===== src/rtl/thermal_shutdown_ctrl.sv =====
// thermal_shutdown_ctrl: debounced CPU over-temperature shutdown sequencer with cooldown and retry lockout
module thermal_shutdown_ctrl #(
  parameter int DEBOUNCE  = 4,
  parameter int COOLDOWN  = 16,
  parameter int MAX_RETRY = 3,
  parameter int CNT_W     = 8,
  parameter int RETRY_W   = 2
) (
  input  logic               clk,
  input  logic               areset_n,
  input  logic               cpu_overheated,
  input  logic               clear_lockout,
  output logic               shut_off_computer,
  output logic               warning,
  output logic               locked_out,
  output logic [RETRY_W-1:0] retry_cnt,
  output logic [2:0]         state
);
  typedef enum logic [2:0] {
    S_RUN  = 3'd0,
    S_DEB  = 3'd1,
    S_SHUT = 3'd2,
    S_COOL = 3'd3,
    S_LOCK = 3'd4
  } state_e;
  state_e             state_q, state_d;
  logic [CNT_W-1:0]   cnt_q, cnt_d;
  logic [RETRY_W-1:0] retry_q, retry_d;
  logic               shut_q, warn_q, lock_q;
  logic               retry_sat;
  assign retry_sat = retry_q == {RETRY_W{1'b1}};
  // next-state, counter and retry bookkeeping
  always_comb begin
    state_d = state_q;
    cnt_d   = cnt_q;
    retry_d = retry_q;
    case (state_q)
      S_RUN: begin
        if (clear_lockout) retry_d = '0;
        if (cpu_overheated) begin
          state_d = S_DEB;
          cnt_d   = CNT_W'(1);
        end
      end
      S_DEB: begin
        if (!cpu_overheated) begin
          state_d = S_RUN;
          cnt_d   = '0;
        end else if (cnt_q == CNT_W'(DEBOUNCE - 1)) begin
          state_d = S_SHUT;
          retry_d = retry_sat ? retry_q : retry_q + RETRY_W'(1);
        end else begin
          cnt_d = cnt_q + CNT_W'(1);
        end
      end
      S_SHUT: begin
        if (!cpu_overheated) begin
          state_d = (retry_q >= RETRY_W'(MAX_RETRY)) ? S_LOCK : S_COOL;
          cnt_d   = '0;
        end
      end
      S_COOL: begin
        if (cpu_overheated) begin
          cnt_d = '0;
        end else if (cnt_q == CNT_W'(COOLDOWN - 1)) begin
          state_d = S_RUN;
          cnt_d   = '0;
        end else begin
          cnt_d = cnt_q + CNT_W'(1);
        end
      end
      S_LOCK: begin
        if (clear_lockout && !cpu_overheated) begin
          state_d = S_RUN;
          retry_d = '0;
          cnt_d   = '0;
        end
      end
      default: begin
        state_d = S_RUN;
        cnt_d   = '0;
      end
    endcase
  end
  // state registers with Moore outputs registered from the next state
  always_ff @(posedge clk or negedge areset_n) begin
    if (!areset_n) begin
      state_q <= S_RUN;
      cnt_q   <= '0;
      retry_q <= '0;
      shut_q  <= 1'b0;
      warn_q  <= 1'b0;
      lock_q  <= 1'b0;
    end else begin
      state_q <= state_d;
      cnt_q   <= cnt_d;
      retry_q <= retry_d;
      shut_q  <= state_d inside {S_SHUT, S_COOL, S_LOCK};
      warn_q  <= state_d == S_DEB;
      lock_q  <= state_d == S_LOCK;
    end
  end
  assign shut_off_computer = shut_q;
  assign warning           = warn_q;
  assign locked_out        = lock_q;
  assign retry_cnt         = retry_q;
  assign state             = state_q;
endmodule


===== config.mk =====
export PLATFORM = sky130hd
export DESIGN_NAME = thermal_shutdown_ctrl
export DESIGN_NICKNAME = d
export VERILOG_FILES = /design/src/rtl/thermal_shutdown_ctrl.sv
export SDC_FILE = /design/constraint.sdc
export NUM_CORES = 1
export LEC_CHECK = 0
export BUFFER_PORTS_ARGS = -buffer_cell sky130_fd_sc_hd__buf_4
export CAP_MARGIN = 20
export CELL_PAD_IN_SITES_DETAIL_PLACEMENT = 0
export CELL_PAD_IN_SITES_GLOBAL_PLACEMENT = 1
export CORE_UTILIZATION = 45
export DETAILED_ROUTE_END_ITERATION = 8
export PLACE_DENSITY_LB_ADDON = 0.05
export SETUP_SLACK_MARGIN = 0.1
export SYNTH_ARGS = -nofsm -noshare
export SYNTH_HDL_FRONTEND = slang
export SYNTH_SLANG_ARGS = --single-unit

===== constraint.sdc =====
create_clock -name clk -period 3.8 [get_ports clk]
set_input_delay 0 -clock clk [delete_from_list [all_inputs] [get_ports clk]]
set_output_delay 0 -clock clk [all_outputs]
set_load 0.01 [all_outputs]

==> qor.csv, run 1 <==
stage;metric;value;unit
cts;CTS root buffer;clkbuf_4;
worst_setup_path;Critical-path top delay cell;nor4_1;
sta;Max-slew headroom;55.7;%
worst_setup_path;crit-path max FO;12;
detailed_routing;aggregate routed wire length;2.22;mm
global_routing;GRT overflow;0;
synthesis;synthesized area;1030;um2
sta;hold_ws;0.0860;ns
worst_setup_path;critical path class;flop to flop;
worst_setup_path;Reg2Reg Setup Slack;1.45;ns
worst_setup_path;delay-heaviest family, CP;simple AND/OR/NAND/NOR gates;
worst_setup_path;worst path cell trace;nor4_1 > nand4_1 > and2_1 > a32o_1;
synthesis;sequential fraction of the synthesis area;38.7;%
detailed_routing;TritonRoute pass-1 iters;4;
worst_setup_path;Buf/Inv on CP;0;
synthesis;post-synthesis cell type count;38;
detailed_routing;detailed-route via count;912;
cts;Worst-Skew Late Latency;0.29;ns
die;die width;50.0;um
sta;final period demand of the worst path;2.35;ns
place;dpl ws;1.50;ns
die;num rows;16;
worst_setup_path;critical path required time;3.99;ns
synthesis;Syn Nets;117;
sta;final slew viol count;0;
cts;post-CTS sizing;0;
synthesis;top post-synthesis cells by area;dfrtp_1 (39%), o211ai_1 (5.1%), a32o_1 (4.8%), nand2b_1 (3.0%), nor3_1 (2.9%);
power_and_ir_drop;Cell Pwr Density;272;nW/um2
worst_setup_path;Worst EP arrival;2.54;ns
sta;RSZ-0062 raised after global routing;false;
layout;n_diodes;0;
sta;Final setup viols;0;
detailed_routing;post-route ant nets;0;
layout;Area Overhead vs Synth;12.9;%
power_and_ir_drop;worst vdd ir;0.000177;V
global_routing;first-pass GRT wire length;3.84;mm
synthesis;yosys synthesis warning count;0;
die;die height;50.0;um
detailed_routing;DR vias/cell;6.16;
synthesis;area leader, netlist;dfrtp_1;
place;IO buf count;11;
synthesis;Syn Inst Count;111;
sta;setup ws final;1.45;ns
sta;setup tns final;0;ns
cts;total CTS buffers;3;
cts;CTS max path bufs;2;
detailed_routing;WL per Instance;15.0;um
global_routing;largest net degree at the start of global routing;17;
cts;clock tree sinks;16;
sta;Fin. Hold Viols;0;
sta;Tcrit/Tclk final;61.9;%
global_routing;initial antenna violation count;0;
layout;fraction of layout instances using a drive strength above 1;16.5;%
synthesis;area share of the largest cell type after synthesis;38.7;%
detailed_routing;1st-iter DRT viols;25;
synthesis;Post-synth ARST share;100;%
synthesis;Mapped Avg Cell Area;9.32;um2
power_and_ir_drop;Power, Total;0.000318;W
detailed_routing;# DRC;0;
die;core area;2060;um2
cts;Clock transition at path regs;0.10;ns
place;RePlAce Congestion;0.814;
sta;clock skew;0.00361;ns
global_routing;total track usage;20.6;%
global_routing;vias in the first global route;815;
power_and_ir_drop;Leak;0.525;nW
sta;Max Clk Rate;425;MHz
place;Placed Cells;143;
worst_setup_path;critical path launch point type;flop;
die;total I/O pin count;12;
die;die area;2500;um2
layout;commonest non-fill, non-tap cell in the layout;dfrtp_1;
synthesis;Post-synth EDFFs;0;
synthesis;Top FF cell, synth;dfrtp_1;
die;Starting Density;50.2;%
worst_setup_path;Crit. End Element;flop;
place;hpwl dp;1.58;mm
min_path;path category of the worst min-delay check;primary input to asynchronous set/reset pin;
synthesis;flops & latches, synth;16;
worst_setup_path;Worst path depth;4;
layout;Post-Layout Cell Count;148;
cts;H-tree depth;1;
worst_setup_path;R2R depth;4;
cts;CTS tree;done;
layout;commonest non-fill, non-tap cells in the layout;dfrtp_1 (16), buf_4 (11), nand2_1 (7), o211ai_1 (7);
layout;# nets final;128;
worst_setup_path;crit-path max cell delay;0.62;ns
flow_run;total of max-cap violations;0;
sta;worst-margin pin slew;0.659;ns
outcome;status;finished clean;
area by class of cell:
| cell class | instances | area, um2 |
|---|---|---|
| timing repair buffer | 12 | 92.6 |
| sequential | 16 | 400 |
| inverter | 6 | 22.5 |
| tap | 27 | 33.8 |
| multi-input combinational | 83 | 583 |
| fill | 192 | 893 |
| clock buffer | 4 | 36.3 |
per-layer routing:
layer  track usage [%]  share of wire, %  vias to the layer above
li1                  -                 -                      445
met1              30.2                52                      446
met2              30.0                43                       16
met3              2.78               3.0                        5
met4              8.57               1.9                        0
met5                 0                 0                        -
power by group:
part | total [W] | leakage (nW) | internal (W) | switching [W]
registers | 0.000176 | 0.200 | 0.000173 | 0.00000305
clock network | 0.000116 | 0.0210 | 0.0000585 | 0.0000572
logic | 0.0000270 | 0.304 | 0.0000116 | 0.0000154
total | 0.000318 | 0.525 | 0.000243 | 0.0000756
metrics by stage:
step | area [um2] | utilization (%)
final | 1170 | 56.7
after global routing | 1170 | 56.7
after CTS | 1170 | 56.7
after detailed placement | 1120 | 54.4
after global placement | 1120 | 54.4
after floorplan | 1030 | -
cells in the mapped netlist, types with 2 or more instances:
library cell	number
nor2_1	6
nand2b_1	5
a2111oi_0	2
nor3b_1	2
ha_1	2
and3_1	2
and2_1	2
a21oi_1	5
inv_1	6
o2bb2ai_1	2
buf_2	2
nand3_1	2
o211ai_1	7
nand4_1	2
a21o_1	2
dfrtp_1	16
nor3_1	6
nor4_1	2
nand2_1	7
a32o_1	5
clkbuf_1	3
o21ai_0	4
nor2b_1	4
sequential cells by signal (all words and copies together), names as in the netlist:
| signal | count |
|---|---|
| warning | 1 |
| shut_off_computer | 1 |
| cnt_q | 8 |
| locked_out | 1 |
| retry_cnt | 2 |
| state | 3 |
cell families after synthesis:
group           after synthesis  share of synthesized area [%]
buf+inv                      12                           4.96
compound gates               34                           27.0
simple gates                 44                           24.1
mux                           2                           2.06
xor+xnor                      1                          0.847
fa+ha+maj                     2                           2.42
flops                        16                           38.7
path summary, 6_finish.rpt:
path,start,endpoint
max,cnt_q[4],cnt_q[3]
min,areset_n,shut_off_computer
max reg2reg,cnt_q[4],cnt_q[3]
min reg2reg,retry_cnt[1],retry_cnt[1]
max in group asynchronous,areset_n,cnt_q[2]
min in group clk,clear_lockout,locked_out
timing repair:
action | CTS | global route
hold buffers | 1 | 0
endpoints found under the hold margin | 16 | 0
setup buffers | 0 | 0
endpoints found under the setup margin | 0 | 0
(Power assumes the default switching activity.)
==> inputs of run 2 (changes only) <==
Settings changed: ABC_AREA set to 1, CORE_UTILIZATION 45 to 37.
Clock period 3.8 ns to 2.05 ns, I/O delays scaled along.
==> qor.csv, run 2 <==
stage;metric;value;unit;change
synthesis;flops & latches, synth;16;;unchanged
place;hpwl dp;1.91;mm;+21%
global_routing;total track usage;17.8;%;-2.8 points
global_routing;largest net degree at the start of global routing;17;;unchanged
sta;setup tns final;0;ns;unchanged
synthesis;adder-cell share of the synthesized area;2.33;%;-0.087 points
sta;Tcrit/Tclk final;76.9;%;+15 points
cts;CTS max path bufs;2;;unchanged
min_path;min-delay src;cpu_overheated;;
sta;final period demand of the worst path;1.58;ns;-0.774 ns
die;die area;3120;um2;+25%
power_and_ir_drop;NetSw;0.000515;W;+580%
sta;final slew viol count;0;;unchanged
layout;# nets final;175;;+37%
min_path;hold path depth;3;;
global_routing;GRT overflow;0;;unchanged
detailed_routing;aggregate routed wire length;2.47;mm;+11%
synthesis;top post-synthesis cells by area;dfrtp_1 (37%), nand2_1 (16%), nand3_1 (9.8%), inv_1 (6.6%), nand4_1 (6.4%);;
synthesis;Syn Nets;160;;+37%
sta;Max-slew headroom;81.5;%;+26 points
flow_run;total of max-cap violations;0;;unchanged
worst_setup_path;Worst EP arrival;1.75;ns;-0.79 ns
power_and_ir_drop;Logic pwr share;46.1;%;+38 points
synthesis;Mapped Avg Cell Area;6.97;um2;-25%
detailed_routing;detailed-route via count;1041;;+14%
worst_setup_path;Critical-path top delay cell;dfrtp_1;;
worst_setup_path;critical path launch point type;flop;;
synthesis;Synth Area in Simple Gates;45.2;%;+21 points
power_and_ir_drop;Sw Ratio;42.5;%;+19 points
synthesis;main combinational cell family by area after synthesis;simple AND/OR/NAND/NOR gates;;
worst_setup_path;crit-path max cell delay;0.42;ns;-0.20 ns
synthesis;count leader, synth;nand2_1;;
sta;Max Clk Rate;634;MHz;+49%
cts;clock tree sinks;16;;unchanged
worst_setup_path;Crit. End Element;flop;;
power_and_ir_drop;clock network power share;17.3;%;-19 points
detailed_routing;1st-iter DRT viols;33;;+32%
place;IO buf count;11;;unchanged
global_routing;initial antenna violation count;0;;unchanged
synthesis;most frequent cells after synthesis;nand2_1 (45), nand3_1 (21), inv_1 (19), dfrtp_1 (16), nor2_1 (13);;
synthesis;area share of the largest cell type after synthesis;37.3;%;-1.4 points
cts;Worst-Skew Late Latency;0.28;ns;about the same
power_and_ir_drop;Int Power;0.000697;W;+190%
synthesis;synthesized area;1070;um2;+3.7%
worst_setup_path;delay-heaviest family, CP;simple AND/OR/NAND/NOR gates;;
detailed_routing;post-route ant nets;0;;unchanged
die;total I/O pin count;12;;unchanged
synthesis;Top FF cell, synth;dfrtp_1;;
sta;Fin. Hold Viols;0;;unchanged
layout;commonest non-fill, non-tap cell in the layout;nand2_1;;
layout;layout filler cell count;305;;+59%
synthesis;Syn Inst Count;154;;+39%
synthesis;XOR/XNOR Fraction of Synth Area;0.816;%;-0.031 points
synthesis;Post-synth ARST share;100;%;unchanged
power_and_ir_drop;worst vdd ir;0.000529;V;+200%
synthesis;sequential fraction of the synthesis area;37.3;%;-1.4 points
detailed_routing;WL per Instance;12.4;um;-17%
die;die width;55.9;um;+12%
layout;max reg flops;8;;unchanged
synthesis;Post-synth EDFFs;0;;unchanged
detailed_routing;DR vias/cell;5.23;;-15%
place;RePlAce Congestion;0.817;;+0.32%
global_routing;vias in the first global route;981;;+20%
sta;Final setup viols;0;;unchanged
cts;CTS tree;done;;
place;dpl ws;0.503;ns;-0.997 ns
worst_setup_path;Reg2Reg Setup Slack;0.47;ns;-0.98 ns
die;num rows;19;;+3
die;die height;55.9;um;+12%
worst_setup_path;Buf/Inv on CP;0;;unchanged
layout;n_diodes;0;;unchanged
cts;CTS root buffer;clkbuf_4;;
synthesis;yosys synthesis warning count;0;;unchanged
synthesis;area leader, netlist;dfrtp_1;;
die;core area;2760;um2;+34%
worst_setup_path;reg2reg start;cnt_q[1];;
place;placed standard-cell area;1180;um2;+5.6%
outcome;status;finished clean;;
layout;cell area after layout;1230;um2;+5.4%
power_and_ir_drop;Flop pwr share;36.6;%;-19 points
layout;largest reg by FF count;cnt_q;;
synthesis;Compound-Gate Fraction of Synth Area;5.59;%;-21 points
worst_setup_path;worst path cell trace;ha_1 > nand2_2 > nor2_4 > nand4_2 > nand2_1 > nand3_2 > or2_1;;
layout;commonest non-fill, non-tap cells in the layout;nand2_1 (45), nand3_1 (21), inv_1 (19);;
layout;Area Overhead vs Synth;14.7;%;
worst_setup_path;crit-path max FO;5;;-7
worst_setup_path;reg-to-reg endpoint;shut_off_computer;;
global_routing;first-pass GRT wire length;4.30;mm;+12%
power_and_ir_drop;Cell Pwr Density;985;nW/um2;+260%
layout;fraction of layout instances using a drive strength above 1;16.1;%;-0.46 points
sta;RSZ-0062 raised after global routing;false;;
min_path;path category of the worst min-delay check;primary input to flop;;
cts;Clock transition at path regs;0.10;ns;about the same
die;Starting Density;38.9;%;-11 points
cts;post-CTS sizing;0;;unchanged
worst_setup_path;critical path required time;2.23;ns;-1.76 ns
detailed_routing;# DRC;0;;unchanged
synthesis;post-synthesis cell type count;21;;-45%
sta;worst-margin pin slew;0.276;ns;-0.383 ns
worst_setup_path;critical path class;flop to flop;;
sta;clock skew;0.00330;ns;-0.000305 ns
sta;setup ws final;0.473;ns;-0.976 ns
cts;H-tree depth;1;;unchanged
detailed_routing;TritonRoute pass-1 iters;4;;unchanged
min_path;worst hold path endpoint;cnt_q[3];;
worst_setup_path;R2R depth;7;;+3
power_and_ir_drop;Leak;0.646;nW;+23%
cts;total CTS buffers;3;;unchanged
synthesis;mux cell area share after synthesis;0;%;-2.1 points
==> run 2: worst min-delay path: stages <==
cell	delay, ns
buf_4	0.15
nand3_1	0.08
nand3_1	0.07
==> run 2: repair_timing <==
item | CTS | global route
hold buffers | 1 | 0
buffers inserted | 0 | 0
endpoints found under the hold margin | 16 | 0
==> run 2: area by class of cell <==
type / count / area, um2 / area share, %
Clock buffer: 4 / 36.3 / 2.95
Sequential cell: 16 / 400 / 32.5
Multi-Input combinational cell: 115 / 579 / 47.1
Tap cell: 31 / 38.8 / 3.15
Inverter: 20 / 76.3 / 6.20
Timing Repair Buffer: 13 / 100 / 8.13
==> run 2: how the worst max path moves through the flow <==
stage	start	slack [ns]	depth (start not counted)	endpoint
after global placement	cnt_q[1]	0.47	7	shut_off_computer
after global routing	cnt_q[1]	0.36	7	shut_off_computer
after CTS	cnt_q[1]	0.47	7	shut_off_computer
final	cnt_q[1]	0.47	7	shut_off_computer
after floorplan	cnt_q[0]	0.71	7	shut_off_computer
after detailed placement	cnt_q[1]	0.50	7	shut_off_computer
==> run 2: per-layer routing <==
metal	part of all wire (%)	track usage, %	vias to the layer above
li1	-	-	528
met1	47	22.3	483
met2	48	31.2	28
met3	4.1	2.09	2
met4	0.69	6.97	0
met5	0	0	-
==> run 2: power groups by stage <==
stage,clock [W],sequential (W),combinational [W]
finish,0.000210,0.000444,0.000559
detailed placement,0,0.000449,0.000564
global route,0.000236,0.000454,0.000643
CTS,0.000219,0.000444,0.000567
global placement,0,0.000447,0.000569
floorplan,0,0.000458,0.000365
==> run 2: through the flow <==
| stage | total power, W | hold WS (ns) | utilization (%) | cells |
|---|---|---|---|---|
| after floorplan | 0.000823 | -0.296 | - | 154 |
| after global placement | 0.00102 | -0.125 | 43.0 | 194 |
| after detailed placement | 0.00101 | -0.123 | 43.0 | 194 |
| after CTS | 0.00123 | 0.0454 | 44.6 | 199 |
| after global routing | 0.00133 | 0.0520 | 44.6 | 199 |
| final | 0.00121 | 0.0597 | 44.6 | 199 |
==> run 2: logic make-up (layout without fill, tap and decap cells) <==
kind of cell    Yosys count  in the layout
fa+ha+maj                 2              2
simple gates            101            101
flops                    16             16
buf+inv                  23             37
compound gates           11             11
xor+xnor                  1              1
